[config.mk]
export PLATFORM = sky130hd
export DESIGN_NAME = fll_cfg_bridge
export DESIGN_NICKNAME = d
export VERILOG_FILES = /design/src/rtl/fll_cfg_bridge.sv
export SDC_FILE = /design/constraint.sdc
export NUM_CORES = 1
export LEC_CHECK = 0
export CAP_MARGIN = 20
export CORE_AREA = 2 2 115 117
export CTS_CLUSTER_DIAMETER = 50
export DETAILED_ROUTE_END_ITERATION = 10
export DIE_AREA = 0 0 117 119
export DONT_BUFFER_PORTS = 1
export GPL_TIMING_DRIVEN = 0
export HOLD_SLACK_MARGIN = 0.1
export PLACE_DENSITY_LB_ADDON = 0.15
export SYNTH_ARGS = -nofsm -noshare
export SYNTH_HDL_FRONTEND = slang
export SYNTH_SLANG_ARGS = --single-unit
[constraint.sdc]
create_clock -name clk_i -period 4.37 [get_ports clk_i]
set_clock_uncertainty 0.2 [all_clocks]
set_input_delay 0.437 -clock clk_i [delete_from_list [all_inputs] [get_ports clk_i]]
set_output_delay 0.437 -clock clk_i [all_outputs]
set_load 0.03 [all_outputs]
[src/rtl/fll_cfg_bridge.sv]
// Purpose : APB slave bridging configuration accesses onto three FLL request/ack ports plus a lock-status register.
// Latency : FLL access = 1 IDLE cycle + REQ cycles until ack (or timeout) + 1 DONE cycle; status access is zero-wait.
// Backpr. : pready_o is held low while an FLL transfer is pending; new transfers are accepted only in IDLE.
//
// Ports:
//   clk_i, rst_ni                    - clock (rising edge) and asynchronous active-low reset
//   paddr_i/pwdata_i/pwrite_i/psel_i/penable_i, prdata_o/pready_o/pslverr_o - APB slave
//   <x>_fll_req_o/_wrn_o/_add_o/_data_o - request side towards FLL x (x = soc, per, cluster)
//   <x>_fll_ack_i/_r_data_i/_lock_i     - response side and asynchronous lock flag from FLL x
module fll_cfg_bridge #(
    parameter int unsigned TIMEOUT_CYCLES = 255,
    parameter int unsigned APB_ADDR_WIDTH = 12
) (
    input  logic                      clk_i,
    input  logic                      rst_ni,

    input  logic [APB_ADDR_WIDTH-1:0] paddr_i,
    input  logic [31:0]               pwdata_i,
    input  logic                      pwrite_i,
    input  logic                      psel_i,
    input  logic                      penable_i,
    output logic [31:0]               prdata_o,
    output logic                      pready_o,
    output logic                      pslverr_o,

    output logic                      soc_fll_req_o,
    output logic                      soc_fll_wrn_o,
    output logic [1:0]                soc_fll_add_o,
    output logic [31:0]               soc_fll_data_o,
    input  logic                      soc_fll_ack_i,
    input  logic [31:0]               soc_fll_r_data_i,
    input  logic                      soc_fll_lock_i,

    output logic                      per_fll_req_o,
    output logic                      per_fll_wrn_o,
    output logic [1:0]                per_fll_add_o,
    output logic [31:0]               per_fll_data_o,
    input  logic                      per_fll_ack_i,
    input  logic [31:0]               per_fll_r_data_i,
    input  logic                      per_fll_lock_i,

    output logic                      cluster_fll_req_o,
    output logic                      cluster_fll_wrn_o,
    output logic [1:0]                cluster_fll_add_o,
    output logic [31:0]               cluster_fll_data_o,
    input  logic                      cluster_fll_ack_i,
    input  logic [31:0]               cluster_fll_r_data_i,
    input  logic                      cluster_fll_lock_i
);

    typedef enum logic [1:0] {
        ST_IDLE = 2'd0,
        ST_REQ  = 2'd1,
        ST_DONE = 2'd2
    } state_e;

    localparam logic [1:0]  TGT_SOC = 2'd0;
    localparam logic [1:0]  TGT_PER = 2'd1;
    localparam logic [1:0]  TGT_CLU = 2'd2;
    localparam logic [1:0]  TGT_STS = 2'd3;
    // Last REQ cycle index before giving up on the ack.
    localparam logic [15:0] TO_LAST = 16'(TIMEOUT_CYCLES - 1);

    state_e      state_q, state_d;
    logic [1:0]  tgt_q, tgt_d;
    logic [1:0]  add_q, add_d;
    logic [31:0] wdata_q, wdata_d;
    logic        wrn_q, wrn_d;
    logic [31:0] rdata_q, rdata_d;
    logic        err_q, err_d;
    logic [15:0] cnt_q, cnt_d;
    logic [2:0]  lock_meta_q, lock_meta_d;
    logic [2:0]  lock_sync_q, lock_sync_d;

    logic        apb_acc;
    logic [1:0]  addr_tgt;
    logic        sts_acc;
    logic        sel_ack;
    logic [31:0] sel_rdata;

    // Only the target/register fields of the address are decoded.
    logic unused_addr_bits;
    assign unused_addr_bits = ^{paddr_i[APB_ADDR_WIDTH-1:6], paddr_i[1:0]};

    assign apb_acc  = psel_i & penable_i;
    assign addr_tgt = paddr_i[5:4];
    assign sts_acc  = apb_acc & (addr_tgt == TGT_STS) & (state_q == ST_IDLE);

    // Response of the FLL currently being addressed; other FLLs' acks never reach the FSM.
    always_comb begin
        sel_ack   = 1'b0;
        sel_rdata = 32'h0;
        case (tgt_q)
            TGT_SOC: begin sel_ack = soc_fll_ack_i;     sel_rdata = soc_fll_r_data_i;     end
            TGT_PER: begin sel_ack = per_fll_ack_i;     sel_rdata = per_fll_r_data_i;     end
            TGT_CLU: begin sel_ack = cluster_fll_ack_i; sel_rdata = cluster_fll_r_data_i; end
            default: begin sel_ack = 1'b0;              sel_rdata = 32'h0;                end
        endcase
    end

    // Next-state and datapath capture.
    always_comb begin
        state_d     = state_q;
        tgt_d       = tgt_q;
        add_d       = add_q;
        wdata_d     = wdata_q;
        wrn_d       = wrn_q;
        rdata_d     = rdata_q;
        err_d       = err_q;
        cnt_d       = cnt_q;
        lock_meta_d = {cluster_fll_lock_i, per_fll_lock_i, soc_fll_lock_i};
        lock_sync_d = lock_meta_q;

        case (state_q)
            ST_IDLE: begin
                if (apb_acc && (addr_tgt != TGT_STS)) begin
                    tgt_d   = addr_tgt;
                    add_d   = paddr_i[3:2];
                    wdata_d = pwdata_i;
                    wrn_d   = ~pwrite_i;
                    cnt_d   = 16'd0;
                    state_d = ST_REQ;
                end
            end
            ST_REQ: begin
                // Ack is tested first so it wins over a coincident timeout.
                if (sel_ack) begin
                    rdata_d = sel_rdata;
                    err_d   = 1'b0;
                    state_d = ST_DONE;
                end else if (cnt_q == TO_LAST) begin
                    rdata_d = 32'h0;
                    err_d   = 1'b1;
                    state_d = ST_DONE;
                end else begin
                    cnt_d = cnt_q + 16'd1;
                end
            end
            ST_DONE: begin
                state_d = ST_IDLE;
            end
            default: begin
                state_d = ST_IDLE;
            end
        endcase
    end

    always_ff @(posedge clk_i or negedge rst_ni) begin
        if (!rst_ni) begin
            state_q     <= ST_IDLE;
            tgt_q       <= TGT_SOC;
            add_q       <= 2'd0;
            wdata_q     <= 32'h0;
            wrn_q       <= 1'b1;
            rdata_q     <= 32'h0;
            err_q       <= 1'b0;
            cnt_q       <= 16'd0;
            lock_meta_q <= 3'b000;
            lock_sync_q <= 3'b000;
        end else begin
            state_q     <= state_d;
            tgt_q       <= tgt_d;
            add_q       <= add_d;
            wdata_q     <= wdata_d;
            wrn_q       <= wrn_d;
            rdata_q     <= rdata_d;
            err_q       <= err_d;
            cnt_q       <= cnt_d;
            lock_meta_q <= lock_meta_d;
            lock_sync_q <= lock_sync_d;
        end
    end

    // APB response: DONE completes an FLL transfer, status accesses complete in their first access cycle.
    always_comb begin
        pready_o  = 1'b0;
        prdata_o  = 32'h0;
        pslverr_o = 1'b0;
        if (state_q == ST_DONE) begin
            pready_o  = 1'b1;
            prdata_o  = rdata_q;
            pslverr_o = err_q;
        end else if (sts_acc) begin
            pready_o = 1'b1;
            if (pwrite_i) begin
                pslverr_o = 1'b1;
            end else begin
                prdata_o = {29'h0, lock_sync_q};
            end
        end
    end

    // Requests decode straight from the state flop so a reset drops them asynchronously.
    assign soc_fll_req_o      = (state_q == ST_REQ) && (tgt_q == TGT_SOC);
    assign per_fll_req_o      = (state_q == ST_REQ) && (tgt_q == TGT_PER);
    assign cluster_fll_req_o  = (state_q == ST_REQ) && (tgt_q == TGT_CLU);

    assign soc_fll_wrn_o      = wrn_q;
    assign per_fll_wrn_o      = wrn_q;
    assign cluster_fll_wrn_o  = wrn_q;
    assign soc_fll_add_o      = add_q;
    assign per_fll_add_o      = add_q;
    assign cluster_fll_add_o  = add_q;
    assign soc_fll_data_o     = wdata_q;
    assign per_fll_data_o     = wdata_q;
    assign cluster_fll_data_o = wdata_q;

endmodule

======== After elaboration in Yosys (flattened, before gate mapping) ========
Cells that the tools add are included.
storage, ports and cells
  flip-flop bits (word level) ............. 94
operators by class
  equality and inequality tests ........... 11
  bitwise gates (word level) .............. 4
  mux-type cells .......................... 22
  reductions and logical operators ........ 12
  add/sub/neg operators ................... 1
operators with widths
  cell                   count
  $mux 32                3
  $pmux 32 s3            1
  $mux 16                3
  $pmux 16 s2            1
  $add 16x1->16 const B  1
  $eq 16x8->1 const B    1
  $mux 1                 7
  $eq 2x2->1 const B     3
  $mux 2                 3
  $mux 3                 2
  $ne 2x2->1 const B     3
  $reduce_and 2->1       3
  $eq 2x1->1 const B     2
  $logic_and 1x1->1      4
  $logic_not 2->1        2
  $pmux 2 s2             1
  $reduce_and 4->1       1
  $reduce_bool 2->1      2
  $and 1x1->1            3
  $ne 3x3->1 const B     1
  $pmux 1 s3             1
  $ne 2x1->1 const B     1
  $not 1->1              1

======== Longest topological paths before layout ========
  word-level depth ........................ 5
  mapped depth ............................ 8

======== Least setup slack after synthesis ========
No wires, ideal clock.
  path kind ............................... register to output
  start point ............................. register state_q[1]
  end point ............................... output port pslverr_o
  arrival ................................. 1.647 ns
  path slack .............................. 2.086 ns
  cell stages (with the launch flop) ...... 5
  required time ........................... 3.733 ns
  buffers on the path ..................... 0
  path through ............................ dfrtp_1 > nor2_1 > nand3_1 > or2_2 > o21ai_0
on the way
  cells in the longest elaborated chain, start to end .. 4
RTL lines
  element                 line  source
  from (decl)             64    state_e state_q, state_d;
  from (signal assigned)  161   state_q <= state_d;
  $logic_not 2->1         87    assign sts_acc = apb_acc & (addr_tgt == TGT_STS) & (state_q == ST_IDLE);
  $and 1x1->1             87
  $mux 1                  183   end else if (sts_acc) begin
  $mux 1 *                179   if (state_q == ST_DONE) begin
  to (decl)               24    output logic pslverr_o,
Mark *: on every way between the ends. The rest lies on a longest branch, timed or not.

======== Final worst setup path ========
  start point ............................. register tgt_q[0]
  end point ............................... output port per_fll_req_o
on the way
  cells in the longest elaborated chain, start to end .. 2
RTL lines
  element                 line  source
  from (decl)             65    logic [1:0] tgt_q, tgt_d;
  from (signal assigned)  162   tgt_q <= tgt_d;
  $eq 2x1->1              195   assign per_fll_req_o = (state_q == ST_REQ) && (tgt_q == TGT_PER);
  $logic_and 1x1->1       195
  to (decl)               34    output logic per_fll_req_o,
No other way between the ends.

==> qor.yml <==
outcome: "complete, no violations"
crit_path_start_kind: "flip-flop"
synth-seq-cells: 94
post-route-min-period_ns: 3.06
root_buffer: "clkbuf_16"
swShare_pct: 48.9
tritoncts: "built"
crit_path_end_kind: "output pin"
synthTopCellsByArea: "dfrtp_1, buf_4, mux2_2, mux2i_1, o2bb2ai_1"
syn_nets: 660
cts_buffers: 9
synth_top_area_cell: "dfrtp_1"
timing.rr.end: "rdata_q[16]$_DFFE_PN0P_"
yosysWarnings: 0
min_path_cells: 2
switching_power_mw: 2.60
fin_util_pct: 48.8
cp.arrival_ns: 2.42
post-place-ws_ns: 1.68
rsz0062_at_grt: "false"
gp_congestion: 0.833
critPathKind: "flip-flop to output pin"
track_usage_pct: 19.7
use_met2_pct: 33.0
max_freq_mhz: 327
p_int_mw: 2.72
clk_latency_ns: 0.34
fin_nets: 720
max_slew.worst_pin.slew_ns: 1.07
min_path_type: "input pin to flip-flop"
tns_ns: 0
cts_setup_buffers: 0
holdWs_ns: 0.106
wl_per_cell_um: 18.8
syn_to_final_growth_pct: 20.1
hpwl_mm: 10.2
core_um2: 12900
hold_path_end: "rdata_q[14]$_DFFE_PN0P_"
yosys.area.top_type_share_pct: 44.5
r2r-start: "cnt_q[0]$_DFFE_PN0P_"
synth_area_um2: 5230
combinationalPowerShare_pct: 49.4
cts.htree.levels: 3
min_from: "per_fll_r_data_i[14]"
avgViaCountPerCell: 5.33
power_density_nw_per_um2: 848
pwr-share-seq_pct: 34.6
drc_errors: 0
dieHeight_um: 119
drtAntennaViolNets: 0
maxSlewViolCount: 0
dieArea_um2: 13900
cts_hold_buf: 49
row_count: 42
initial_utilization_pct: 40.6
grt_pass1_vias: 3968
dpl.cell_count: 683
antenna_found_initial: 1
diodes: 0
power_leakage_nw: 2.79
drt-initial-drc-count: 233
required_ns: 3.73
drt_wl_total_mm: 14.1
ys_seq_area_share_pct: 45.0
drv_cap: 0
placed_cell_area_um2: 5450
finalPower_mw: 5.33
grt_pass1_wl_mm: 21.0
fin_cells: 748
reg2reg_slack_ns: 2.20
netlist-cell-type-count: 46
grt_overflow: 0
cp_max_fo: 10
met3_usage_pct: 4.27
fin_crit_sh_pct: 70.0
top_usage_layer: "met2"
avgSynthCellArea_um2: 10.3
final_cell_area_um2: 6280
use_met1_pct: 25.4
r2r_cells: 8
setup_viol_count_final: 0
drive_gt1_share_pct: 25.5
finalHoldViolations: 0
grt_max_degree: 95
synth_cells: 507
die_w_um: 117
clock_path_buffers: 2
dr.pass1.iters: 4
io-pin-count: 293
cts_resized: 0
cts_sinks: 94
clkTransAtPathRegs_ns: 0.06
vias: 3987
p_clk_share_pct: 16.0
relSlewSlack_pct: 27.8
place.port_buffers: 0
setup_ws_ns: 1.31
peakVddDrop_mv: 0.597
[state kept, by name, indices dropped and copies added (netlist names)]
name                cells
cluster_fll_wrn_o       1
cluster_fll_add_o       2
tgt_q                   2
rdata_q                32
cnt_q                  16
state_q                 2
err_q                   1
lock_sync_q             3
lock_meta_q             3
cluster_fll_data_o     32
[layout by cell type (no fill, tap or decap), types with 13 or more instances in the layout]
cell           Yosys  final
and2_1            29     29
dlygate4sd3_1      0     48
nor2_1            42     42
nand2_1           21     21
dfrtp_1           93     93
mux2_2            35     35
a21oi_1           36     36
o2bb2ai_1         32     32
buf_4             72     72
clkbuf_1          12     13
mux2i_1           33     33
[worst max-delay path by stage]
| stage | slack, ns | to | startpoint | cells past startpoint |
|---|---|---|---|---|
| floorplan | 2.09 | pslverr_o | state_q[1]$_DFFE_PN0P_ | 4 |
| global placement | 1.68 | per_fll_req_o | tgt_q[0]$_DFFE_PN0P_ | 3 |
| detailed placement | 1.68 | per_fll_req_o | tgt_q[0]$_DFFE_PN0P_ | 3 |
| CTS | 1.30 | per_fll_req_o | tgt_q[0]$_DFFE_PN0P_ | 3 |
| global route | 1.19 | per_fll_req_o | tgt_q[0]$_DFFE_PN0P_ | 3 |
| finish | 1.31 | per_fll_req_o | tgt_q[0]$_DFFE_PN0P_ | 3 |
[cells by family (layout without fill, tap and decap cells)]
kind of cell	Yosys count	after routing	synth area share, %
flops	94	94	45.0
fa+ha+maj	2	2	0.478
compound gates	107	107	14.4
simple gates	131	131	12.7
mux	68	68	13.8
buf+inv	105	170	13.6
[cells in the mapped netlist, drive strengths merged]
| cell | count |
|---|---|
| nand2b | 3 |
| and3 | 1 |
| o21a | 4 |
| o211a | 1 |
| a22oi | 1 |
| a41oi | 3 |
| or2 | 2 |
| inv | 4 |
| nor2b | 3 |
| or4 | 2 |
| clkbuf | 12 |
| nand3 | 10 |
| o22a | 2 |
| mux2 | 35 |
| nand3b | 1 |
| a21o | 2 |
| nor2 | 42 |
| o21ai | 7 |
| nor3b | 4 |
| mux2i | 33 |
| a22o | 5 |
| a31oi | 10 |
| o21ba | 2 |
| dfrtp | 93 |
| a21oi | 36 |
| nand4 | 5 |
| nor3 | 5 |
| buf | 89 |
| ha | 2 |
| o2bb2ai | 32 |
| and4 | 1 |
| nand2 | 21 |
| or3 | 1 |
| o211ai | 2 |
| nor4 | 1 |
| and2 | 29 |
| dfstp | 1 |
[per-layer routing]
metal  wire [um]  vias to the layer above
met5          13                        -
met4         182                        2
met3         798                       16
met2        7140                      161
met1        5960                     1971
li1            -                     1837
[critical path: stages (launching register included)]
cell and delay (ns):
dfrtp_1 0.42, buf_2 0.26, buf_1 0.55, nor3b_1 0.85
[power by group through the flow]
stage | Clock, mW | Sequential (mW) | Combinational (mW)
after global placement | 0 | 1.84 | 2.56
after floorplan | 0 | 1.76 | 2.27
after global routing | 0.913 | 1.89 | 2.81
after CTS | 0.882 | 1.84 | 2.65
after detailed placement | 0 | 1.85 | 2.58
final | 0.854 | 1.84 | 2.63
[area by class of cell]
class                           instances  area, um^2
Fill cell                            1209        6590
Sequential cell                        94        2350
Multi-Input combinational cell        308        2170
Buffer                                101         694
Timing Repair Buffer                   49         508
Clock buffer                           11         243
Tap cell                              176         220
Clock inverter                          5        81.3
Inverter                                4        15.0
Power figures use the tool's default switching activity.
